**src/rtl/conv2_fmap_writer_if.sv**
```systemverilog
// conv2_fmap_writer_if: stream-in / RAM-write / pool handshake bundle for the
// layer-3 feature-map writer.
//   slave  : the writer block (consumes the conv2 stream, drives the RAM port)
//   master : the surrounding environment (conv2 source, pool stage, RAM)
interface conv2_fmap_writer_if #(
  parameter int unsigned ADDR_W = 7
);
  logic              layer_3_write_begin;
  logic [7:0]        d_in;
  logic              d_in_valid;
  logic              d_in_ready;
  logic              pair_consumed;
  logic              wr_en;
  logic [ADDR_W-1:0] layer_3_write_addr;
  logic [7:0]        d_out;
  logic              conv_2_ready;
  logic              conv_2_write_complete;

  modport slave (
    input  layer_3_write_begin, d_in, d_in_valid, pair_consumed,
    output d_in_ready, wr_en, layer_3_write_addr, d_out,
           conv_2_ready, conv_2_write_complete
  );

  modport master (
    output layer_3_write_begin, d_in, d_in_valid, pair_consumed,
    input  d_in_ready, wr_en, layer_3_write_addr, d_out,
           conv_2_ready, conv_2_write_complete
  );
endinterface

```
**src/rtl/conv2_fmap_writer.sv**
```systemverilog
// conv2_fmap_writer: writes the conv2 output frame row-major into a two-slot
// ring of row pairs (slot A at 0.., slot B at SLOT_B_BASE..) of the layer-3
// RAM, raises conv_2_ready once the first pair is stored, raises
// conv_2_write_complete after the last row, and backpressures the stream so
// an unconsumed row pair is never overwritten.
// Optional build macro: CONV2_WR_RELU_EN -- clamp negative (bit7=1) pixels
// to zero before writing, so the buffer holds post-ReLU data.
module conv2_fmap_writer #(
  parameter int unsigned ROW_LEN     = 24,
  parameter int unsigned ROW_CNT     = 24,
  parameter int unsigned SLOT_B_BASE = 48,
  parameter int unsigned ADDR_W      = 7
) (
  input  logic                clk,
  input  logic                rst,
  conv2_fmap_writer_if.slave  bus
);

  localparam int unsigned COL_W = $clog2(ROW_LEN);
  localparam int unsigned ROW_W = $clog2(ROW_CNT);
  localparam logic [COL_W-1:0] LAST_COL = COL_W'(ROW_LEN - 1);
  localparam logic [ROW_W-1:0] LAST_ROW = ROW_W'(ROW_CNT - 1);

  typedef enum logic [1:0] {
    IDLE,
    FILL,
    STALL,
    DONE
  } state_e;

  state_e            state_q, state_d;
  logic [COL_W-1:0]  col_q, col_d;
  logic [ROW_W-1:0]  row_q, row_d;
  logic              wr_slot_q, wr_slot_d;
  logic              rd_slot_q, rd_slot_d;
  logic [1:0]        full_q, full_d;
  logic              wr_en_q, wr_en_d;
  logic [ADDR_W-1:0] addr_q, addr_d;
  logic [7:0]        dout_q, dout_d;
  logic              ready_q, ready_d;
  logic              complete_q, complete_d;

  logic              in_ready;
  logic              accept;
  logic              wr_slot_n;
  logic [7:0]        pix;

`ifdef CONV2_WR_RELU_EN
  assign pix = bus.d_in[7] ? '0 : bus.d_in;
`else
  assign pix = bus.d_in;
`endif

  // Ready depends only on registered state, never on d_in_valid.
  assign in_ready  = (state_q == FILL) && !full_q[wr_slot_q];
  assign accept    = bus.d_in_valid && in_ready;
  assign wr_slot_n = ~wr_slot_q;

  assign bus.d_in_ready            = in_ready;
  assign bus.wr_en                 = wr_en_q;
  assign bus.layer_3_write_addr    = addr_q;
  assign bus.d_out                 = dout_q;
  assign bus.conv_2_ready          = ready_q;
  assign bus.conv_2_write_complete = complete_q;

  // Next-state: counters, slot ring bookkeeping, write port and handshakes.
  always_comb begin
    state_d    = state_q;
    col_d      = col_q;
    row_d      = row_q;
    wr_slot_d  = wr_slot_q;
    rd_slot_d  = rd_slot_q;
    full_d     = full_q;
    wr_en_d    = 1'b0;
    addr_d     = addr_q;
    dout_d     = dout_q;
    ready_d    = ready_q;
    complete_d = complete_q;

    if (state_q == IDLE || !bus.layer_3_write_begin) begin
      // Idle, or begin dropped (abort / end of DONE): clear everything.
      col_d      = '0;
      row_d      = '0;
      wr_slot_d  = 1'b0;
      rd_slot_d  = 1'b0;
      full_d     = '0;
      addr_d     = '0;
      dout_d     = '0;
      ready_d    = 1'b0;
      complete_d = 1'b0;
      state_d    = (state_q == IDLE && bus.layer_3_write_begin) ? FILL : IDLE;
    end else begin
      // Release is applied before a same-cycle completion so a pair can land
      // in the slot being freed without stalling.
      if (bus.pair_consumed && (full_q != '0)) begin
        full_d[rd_slot_q] = 1'b0;
        rd_slot_d         = ~rd_slot_q;
      end

      if (accept) begin
        wr_en_d = 1'b1;
        dout_d  = pix;
        addr_d  = (wr_slot_q ? ADDR_W'(SLOT_B_BASE) : '0)
                + (row_q[0] ? ADDR_W'(ROW_LEN) : '0)
                + ADDR_W'(col_q);
        if (col_q == LAST_COL) begin
          col_d = '0;
          row_d = row_q + 1'b1;
          if (row_q[0]) begin
            full_d[wr_slot_q] = 1'b1;
            wr_slot_d         = wr_slot_n;
            ready_d           = 1'b1;
            if (row_q == LAST_ROW) begin
              state_d = DONE;
            end else if (full_d[wr_slot_n]) begin
              state_d = STALL;
            end
          end
        end else begin
          col_d = col_q + 1'b1;
        end
      end

      if (state_q == STALL && !full_q[wr_slot_q]) begin
        state_d = FILL;
      end
      if (state_q == DONE) begin
        complete_d = 1'b1;
      end
    end
  end

  // State and datapath registers, asynchronously cleared.
  always_ff @(posedge clk or negedge rst) begin
    if (!rst) begin
      state_q    <= IDLE;
      col_q      <= '0;
      row_q      <= '0;
      wr_slot_q  <= 1'b0;
      rd_slot_q  <= 1'b0;
      full_q     <= '0;
      wr_en_q    <= 1'b0;
      addr_q     <= '0;
      dout_q     <= '0;
      ready_q    <= 1'b0;
      complete_q <= 1'b0;
    end else begin
      state_q    <= state_d;
      col_q      <= col_d;
      row_q      <= row_d;
      wr_slot_q  <= wr_slot_d;
      rd_slot_q  <= rd_slot_d;
      full_q     <= full_d;
      wr_en_q    <= wr_en_d;
      addr_q     <= addr_d;
      dout_q     <= dout_d;
      ready_q    <= ready_d;
      complete_q <= complete_d;
    end
  end

endmodule

```
**src/flat_wrapper.sv**
```systemverilog
// flat-port wrapper written by rule: the top's interface ports become plain ports
module conv2_fmap_writer_flat 
#(
  parameter int unsigned ROW_LEN     = 24,
  parameter int unsigned ROW_CNT     = 24,
  parameter int unsigned SLOT_B_BASE = 48,
  parameter int unsigned ADDR_W      = 7
)
  (clk, rst, bus_layer_3_write_begin, bus_d_in, bus_d_in_valid, bus_pair_consumed, bus_d_in_ready, bus_wr_en, bus_layer_3_write_addr, bus_d_out, bus_conv_2_ready, bus_conv_2_write_complete);
  conv2_fmap_writer_if #(.ADDR_W(ADDR_W)) bus_i ();
  input  logic clk;
  input  logic rst;
  input wire logic [$bits(bus_i.layer_3_write_begin)-1:0] bus_layer_3_write_begin;
  input wire logic [$bits(bus_i.d_in)-1:0] bus_d_in;
  input wire logic [$bits(bus_i.d_in_valid)-1:0] bus_d_in_valid;
  input wire logic [$bits(bus_i.pair_consumed)-1:0] bus_pair_consumed;
  output wire logic [$bits(bus_i.d_in_ready)-1:0] bus_d_in_ready;
  output wire logic [$bits(bus_i.wr_en)-1:0] bus_wr_en;
  output wire logic [$bits(bus_i.layer_3_write_addr)-1:0] bus_layer_3_write_addr;
  output wire logic [$bits(bus_i.d_out)-1:0] bus_d_out;
  output wire logic [$bits(bus_i.conv_2_ready)-1:0] bus_conv_2_ready;
  output wire logic [$bits(bus_i.conv_2_write_complete)-1:0] bus_conv_2_write_complete;
  assign bus_i.layer_3_write_begin = bus_layer_3_write_begin;
  assign bus_i.d_in = bus_d_in;
  assign bus_i.d_in_valid = bus_d_in_valid;
  assign bus_i.pair_consumed = bus_pair_consumed;
  assign bus_d_in_ready = bus_i.d_in_ready;
  assign bus_wr_en = bus_i.wr_en;
  assign bus_layer_3_write_addr = bus_i.layer_3_write_addr;
  assign bus_d_out = bus_i.d_out;
  assign bus_conv_2_ready = bus_i.conv_2_ready;
  assign bus_conv_2_write_complete = bus_i.conv_2_write_complete;
  conv2_fmap_writer #(.ROW_LEN(ROW_LEN), .ROW_CNT(ROW_CNT), .SLOT_B_BASE(SLOT_B_BASE), .ADDR_W(ADDR_W)) u_core (.clk(clk), .rst(rst), .bus(bus_i));
endmodule
```
**config.mk**
```make
export PLATFORM = sky130hd
export DESIGN_NAME = conv2_fmap_writer_flat
export DESIGN_NICKNAME = d
export VERILOG_FILES = /design/src/rtl/conv2_fmap_writer_if.sv /design/src/rtl/conv2_fmap_writer.sv /design/src/flat_wrapper.sv
export SDC_FILE = /design/constraint.sdc
export NUM_CORES = 1
export LEC_CHECK = 0
export ABC_AREA = 0
export CORE_ASPECT_RATIO = 1.1
export CORE_MARGIN = 2
export CORE_UTILIZATION = 46
export CTS_BUF_LIST = sky130_fd_sc_hd__clkbuf_16
export CTS_CLUSTER_DIAMETER = 40
export DETAILED_ROUTE_END_ITERATION = 8
export MAX_ROUTING_LAYER = met4
export PLACE_DENSITY = 0.86
export SLEW_MARGIN = 10
export SYNTH_ARGS = -nofsm -noshare
export SYNTH_HDL_FRONTEND = slang
export SYNTH_SLANG_ARGS = --single-unit
```
**constraint.sdc**
```tcl
create_clock -name clk -period 1.7 [get_ports clk]
set_input_delay 0.34 -clock clk [delete_from_list [all_inputs] [get_ports clk]]
set_output_delay 0.34 -clock clk [all_outputs]
set_load 0.01 [all_outputs]
```
# Word level (Yosys, flattened, before mapping)
# Index checks and enable logic that the tools add are counted.
# word_totals
regBits,34
inputBits,13
output_inout_bits,19
elab_cells,102
# op_classes
add_sub_neg,4
n_lt_le_gt_ge,5
eq_ne,5
mux,48
bitwise_logic,5
reduce_logical,24
# op_table
cell,count
5-bit two-way mux,7
2-bit two-way mux,13
1-bit two-way mux,21
8-bit two-way mux,2
7-bit two-way mux,2
2-bit nonzero test,6
5-bit by 1-bit adder with 5-bit output (second input constant),2
5-bit equality test (second input constant),2
3-bit nonzero test,3
7-bit by 5-bit adder with 7-bit output,1
7-bit adder,1
1-bit logical AND,7
1-bit by 2-bit less-than comparator with 1-bit output (second input constant),3
6-bit two-way mux,1
2-bit equality test (second input constant),2
4-bit AND reduction,1
4-bit nonzero test,1
3-bit AND reduction,1
2-bit bitwise AND,1
1-bit demux with 1-bit select,2
2-bit by 1-bit equality test with 1-bit output (second input constant),1
1-bit greater-or-equal comparator (second input constant),2
1-bit logical NOT,2
2-bit logical NOT,1
5 further kinds,6

# Longest topological paths before layout
# depth
depth_word,18
mapped_depth,7
depth_no_buf,5

# Worst setup path after synthesis
# OpenSTA, ideal clock, no wires.
# synth_path
path_type,register -> register
startpoint,register u_core.row_q[0]
endpoint,"register u_core.addr_q[5], in the netlist u_core.bus.layer_3_write_addr[5]"
setup_time_ps,78
t_arrival_ps,1773
t_required_ps,1622
setup_slack_ps,-151
path_stages_with_launch,6
path_buffers,0
synth_period_minus_slack_ps,1851
path_cell_list,dfrtp_1 > fa_1 > ha_1 > fa_1 > nand2_1 > a21oi_1
# synth_via
elab_chain_len,5
# synth_lines
element,line_no,text
from (decl),conv2_fmap_writer.sv:33,"logic [ROW_W-1:0] row_q, row_d;"
from (signal assigned),conv2_fmap_writer.sv:150,row_q <= row_d;
5-bit two-way mux,conv2_fmap_writer.sv:104,+ (row_q[0] ? ADDR_W'(ROW_LEN) : '0)
7-bit adder,conv2_fmap_writer.sv:104,
7-bit by 5-bit adder with 7-bit output,conv2_fmap_writer.sv:105,+ ADDR_W'(col_q);
7-bit two-way mux,conv2_fmap_writer.sv:100,if (accept) begin
7-bit two-way mux,conv2_fmap_writer.sv:80,if (state_q == IDLE || !bus.layer_3_write_begin) begin
to (signal assigned),conv2_fmap_writer.sv:155,addr_q <= addr_d;
to (decl),conv2_fmap_writer.sv:38,"logic [ADDR_W-1:0] addr_q, addr_d;"
# Every way passes these cells. The select of a mux whose other input is x is not followed.
# A chain may end at the register's enable or synchronous reset.

# Worst setup path in the final report
# layout_path
startpoint,register u_core.wr_slot_q
endpoint,"register u_core.addr_q[5], in the netlist u_core.bus.layer_3_write_addr[5]"
# layout_via
elab_chain_len,6
word_cells_on_any_way,11
classes_between,add/sub: 2; mux: 5; reduce/logical: 4
# layout_lines
element,line_no,text
from (decl),conv2_fmap_writer.sv:34,"logic wr_slot_q, wr_slot_d;"
from (signal assigned),conv2_fmap_writer.sv:151,wr_slot_q <= wr_slot_d;
"parallel branches: the longest is 6 deep, another holds 7-bit adder",-,
# Parallel ways; which one is timed is not known. The select of a mux whose other input is x is not followed.

==> results by group <==
Detailed routing
  – Via count: approximately 1,400
  – Drt wl/cell: approximately 14 µm
  – DRC Markers: 0
  – Aggregate routed wire length: between 3000 and 4000 µm
  – Routed vias/inst: 5.156
  – Routed Antenna Nets: 0
  – Drt first-iter violations: 84
  – DR pass1 iterations: 4

STA
  – Final setup fails: 5
  – Final clock skew: 5.037 ps
  – Max Clock Freq: 538.2 MHz
  – RSZ-0062 raised after global routing: yes
  – Least-Margin Pin Slew: 427.2 ps
  – Setup_tns: -404.7 ps
  – Hold Slack: roughly 460 ps
  – Fin crit period: roughly 1900 ps
  – Final worst slack: -158.1 ps
  – Final Slew Violations: 0
  – Slew headroom: 71.52%
  – Final hold violation count: 0
  – Fin crit share: 109.3%

Logic synthesis
  – Largest family of logic cells by synthesized area: simple AND/OR/NAND/NOR gates
  – Register area share after synthesis: between 50% and 60%
  – Post-synthesis compound-gate area fraction: ~11%
  – Biggest area consumer among synthesized cells: dfrtp_1
  – Synth Area in Simple Gates: 22.58%
  – Post-synth EDFFs: 0
  – Mapped Avg Cell Area: 9.979 µm²
  – Synth cell types: 39
  – Cell Area, Synth: 1657 µm²
  – Top cells by area, synth: dfrtp_1 51%, nand2_1 8.4%, a21oi_1 6.3%, ha_1 3.0%, nor2_1 2.7%
  – Top cells by count, synth: 37 x nand2_1, 34 x dfrtp_1, 21 x a21oi_1, 12 x nor2_1, 6 x nand3_1
  – Adder-cell share of the synthesized area: about 5.4%
  – Xor and xnor fraction of the mapped netlist area: under 10%
  – Synth Warn #: 0
  – Top-area cell type share of the netlist area: 51.36%
  – Cells after Synth: 166
  – Syn nets: around 190
  – Ys async rst share: 100.0%
  – Ys flop type: dfrtp_1
  – Post-synthesis mux area share: 3.474%
  – FF+latch count, synth: 34
  – Cell with the most instances after synthesis: nand2_1

Finish
  – ANT cells: 0
  – Area delta synth->final: 43.35%
  – Fillers: 260
  – Nets@finish: 240
  – Share of layout cells above drive strength 1: 22.97%

Critical path
  – Worst setup SP type: flop
  – CP Capture Type: flop
  – Crit path DAT: 2070 ps
  – Req. time, crit path: 1920 ps
  – WS Path Type: flop to flop
  – Crit path from: u_core.wr_slot_q
  – CP max FO: 2
  – Launch point of the worst reg-to-reg path: u_core.wr_slot_q

CTS
  – Root buffer cell: clkbuf_16
  – Clock net sink count: 34
  – CTS Buf Count: 5
  – CTS Hold Buffers Added: 0
  – Worst-case clock buffer depth: 2
  – Clk_lat worst skew: 280 ps
  – CTS tree: done
  – Htree depth: 2
  – Clk pin slew, worst setup/hold paths: about 50 ps

GRT
  – Gr usage total: 21.65%
  – Remaining Overflow, GRT: 0
  – Number of global-route vias before repair: 1,372
  – Wire length of the first global-routing pass: 6189 µm
  – Pin count of the biggest net entering global routing: 35
  – Initial antenna violation count: 0

Floorplan
  – Starting Density: between 40% and 50%
  – Chip height: 66.94 µm
  – Core area: 3386 µm²
  – Placement Rows: 22
  – Overall die width: 61.22 µm
  – DIE AREA: between 4000 and 5000 µm²
  – IO Pins: 32

Run
  – Max Cap Viol: 0

Status
  – Status: complete, but fails checks
  – Failing checks: negative setup slack

Placed design
  – Hpwl dp: 2406 µm
  – RePlAce Congestion: 0.8427
  – I/O Buffers: 31

Power
  – LEAKAGE: approximately 1.0 nW
  – Maximum VDD drop: between 0.0005 and 0.0006 V
  – PwrDens: ~770 nW/µm²

Worst hold path
  – HP Class: primary input to async pin
## final cells by class
cell class | count | area (µm²) | share of cell area (%)
clock inverters | 3 | 16.27 | 0.6849
well taps | 48 | 60.06 | 2.529
clock buffers | 5 | 125.1 | 5.269
repair buffers | 56 | 504.2 | 21.23
flip-flops and latches | 34 | 852.1 | 35.88
inverters | 2 | 7.507 | 0.3161
multi-input cells | 122 | 809.5 | 34.09
## where the power goes
part | switching (mW) | total, mW | internal [mW]
clock network | 0.338 | 0.872 | 0.534
logic | 0.0699 | 0.128 | 0.0585
registers | 0.00450 | 0.821 | 0.817
total | 0.413 | 1.82 | 1.41
## kinds of logic (layout without fill, tap and decap cells)
kind of cell               after synthesis  after routing
buffers and inverters                   10             66
DFF                                     34             34
AOI/OAI and AO/OA                       32             32
muxes                                    4              4
adders and majority gates                6              6
and+or+nand+nor                         74             74
xor gates and xnor gates                 6              6
## cell usage in the layout (no fill, tap or decap), types with 2 or more instances in the layout
| cell | count |
|---|---|
| nand4_1 | 3 |
| nor2_1 | 11 |
| buf_4 | 22 |
| buf_6 | 3 |
| xnor2_1 | 2 |
| clkbuf_16 | 5 |
| fa_1 | 2 |
| nand3_1 | 5 |
| ha_1 | 2 |
| o21ai_0 | 4 |
| mux2i_1 | 2 |
| nand2_1 | 37 |
| a21oi_1 | 19 |
| inv_1 | 2 |
| nand4b_1 | 2 |
| dfrtp_1 | 33 |
| clkdlybuf4s50_1 | 30 |
| a21oi_2 | 2 |
| xor2_1 | 4 |
| nand3b_1 | 2 |
## per-stage QoR
| stage | cell area, µm² | std cells | util [%] | setup slack (ps) | total power [mW] |
|---|---|---|---|---|---|
| after floorplan | 1660 | 166 | - | -83.18 | 0.8800 |
| after global placement | 2135 | 256 | 63.05 | -119.6 | 0.9600 |
| after detailed placement | 2135 | 256 | 63.05 | -168.9 | 0.9620 |
| after CTS | 2311 | 268 | 68.26 | -169.8 | 1.830 |
| after global routing | 2375 | 270 | 70.14 | -221.4 | 1.894 |
| final | 2375 | 270 | 70.14 | -158.1 | 1.822 |
## critical path, stage by stage, from the launching register on
cell,delay (ps)
dfrtp_1,400
buf_6,130
fa_1,440
ha_2,190
fa_1,480
nand2_1,60
a21oi_2,100
## registers in the layout, indices dropped and copies added, names as in the netlist
register	count
u_core.bus.d_out	8
u_core.bus.layer_3_write_addr	7
u_core.col_q	5
u_core.row_q	5
u_core.full_q	2
u_core.state_q	2
u_core.bus.conv_2_ready	1
u_core.bus.conv_2_write_complete	1
u_core.bus.wr_en	1
u_core.rd_slot_q	1
u_core.wr_slot_q	1
## worst paths after layout
kind | end | slack, ps | depth (start not counted)
max in group asynchronous | u_core.row_q[0] | 910 | 2
worst min register to register | u_core.bus.conv_2_ready | 510 | 2
worst min-delay path | u_core.row_q[2] | 460 | 2
min in group clk | u_core.bus.conv_2_ready | 510 | 2
worst max register to register | u_core.bus.layer_3_write_addr[5] | -160 | 6
worst max-delay path | u_core.bus.layer_3_write_addr[5] | -160 | 6
## per-layer routing
layer / vias up / track usage [%] / part of all wire (%)
met4: 0 / 9.783 / 3.3
met5: - / - / 0
met1: 665 / 26.41 / 42
met2: 35 / 32.85 / 51
met3: 10 / 6.408 / 3.8
li1: 682 / - / -
## timing repair
| item | CTS | global route |
|---|---|---|
| gates resized for setup | 6 | 10 |
| buffers inserted | 4 | 2 |
| pin swaps | 5 | 6 |
| setup endpoints to repair | 3 | 9 |
Power figures use the tool's default switching activity.
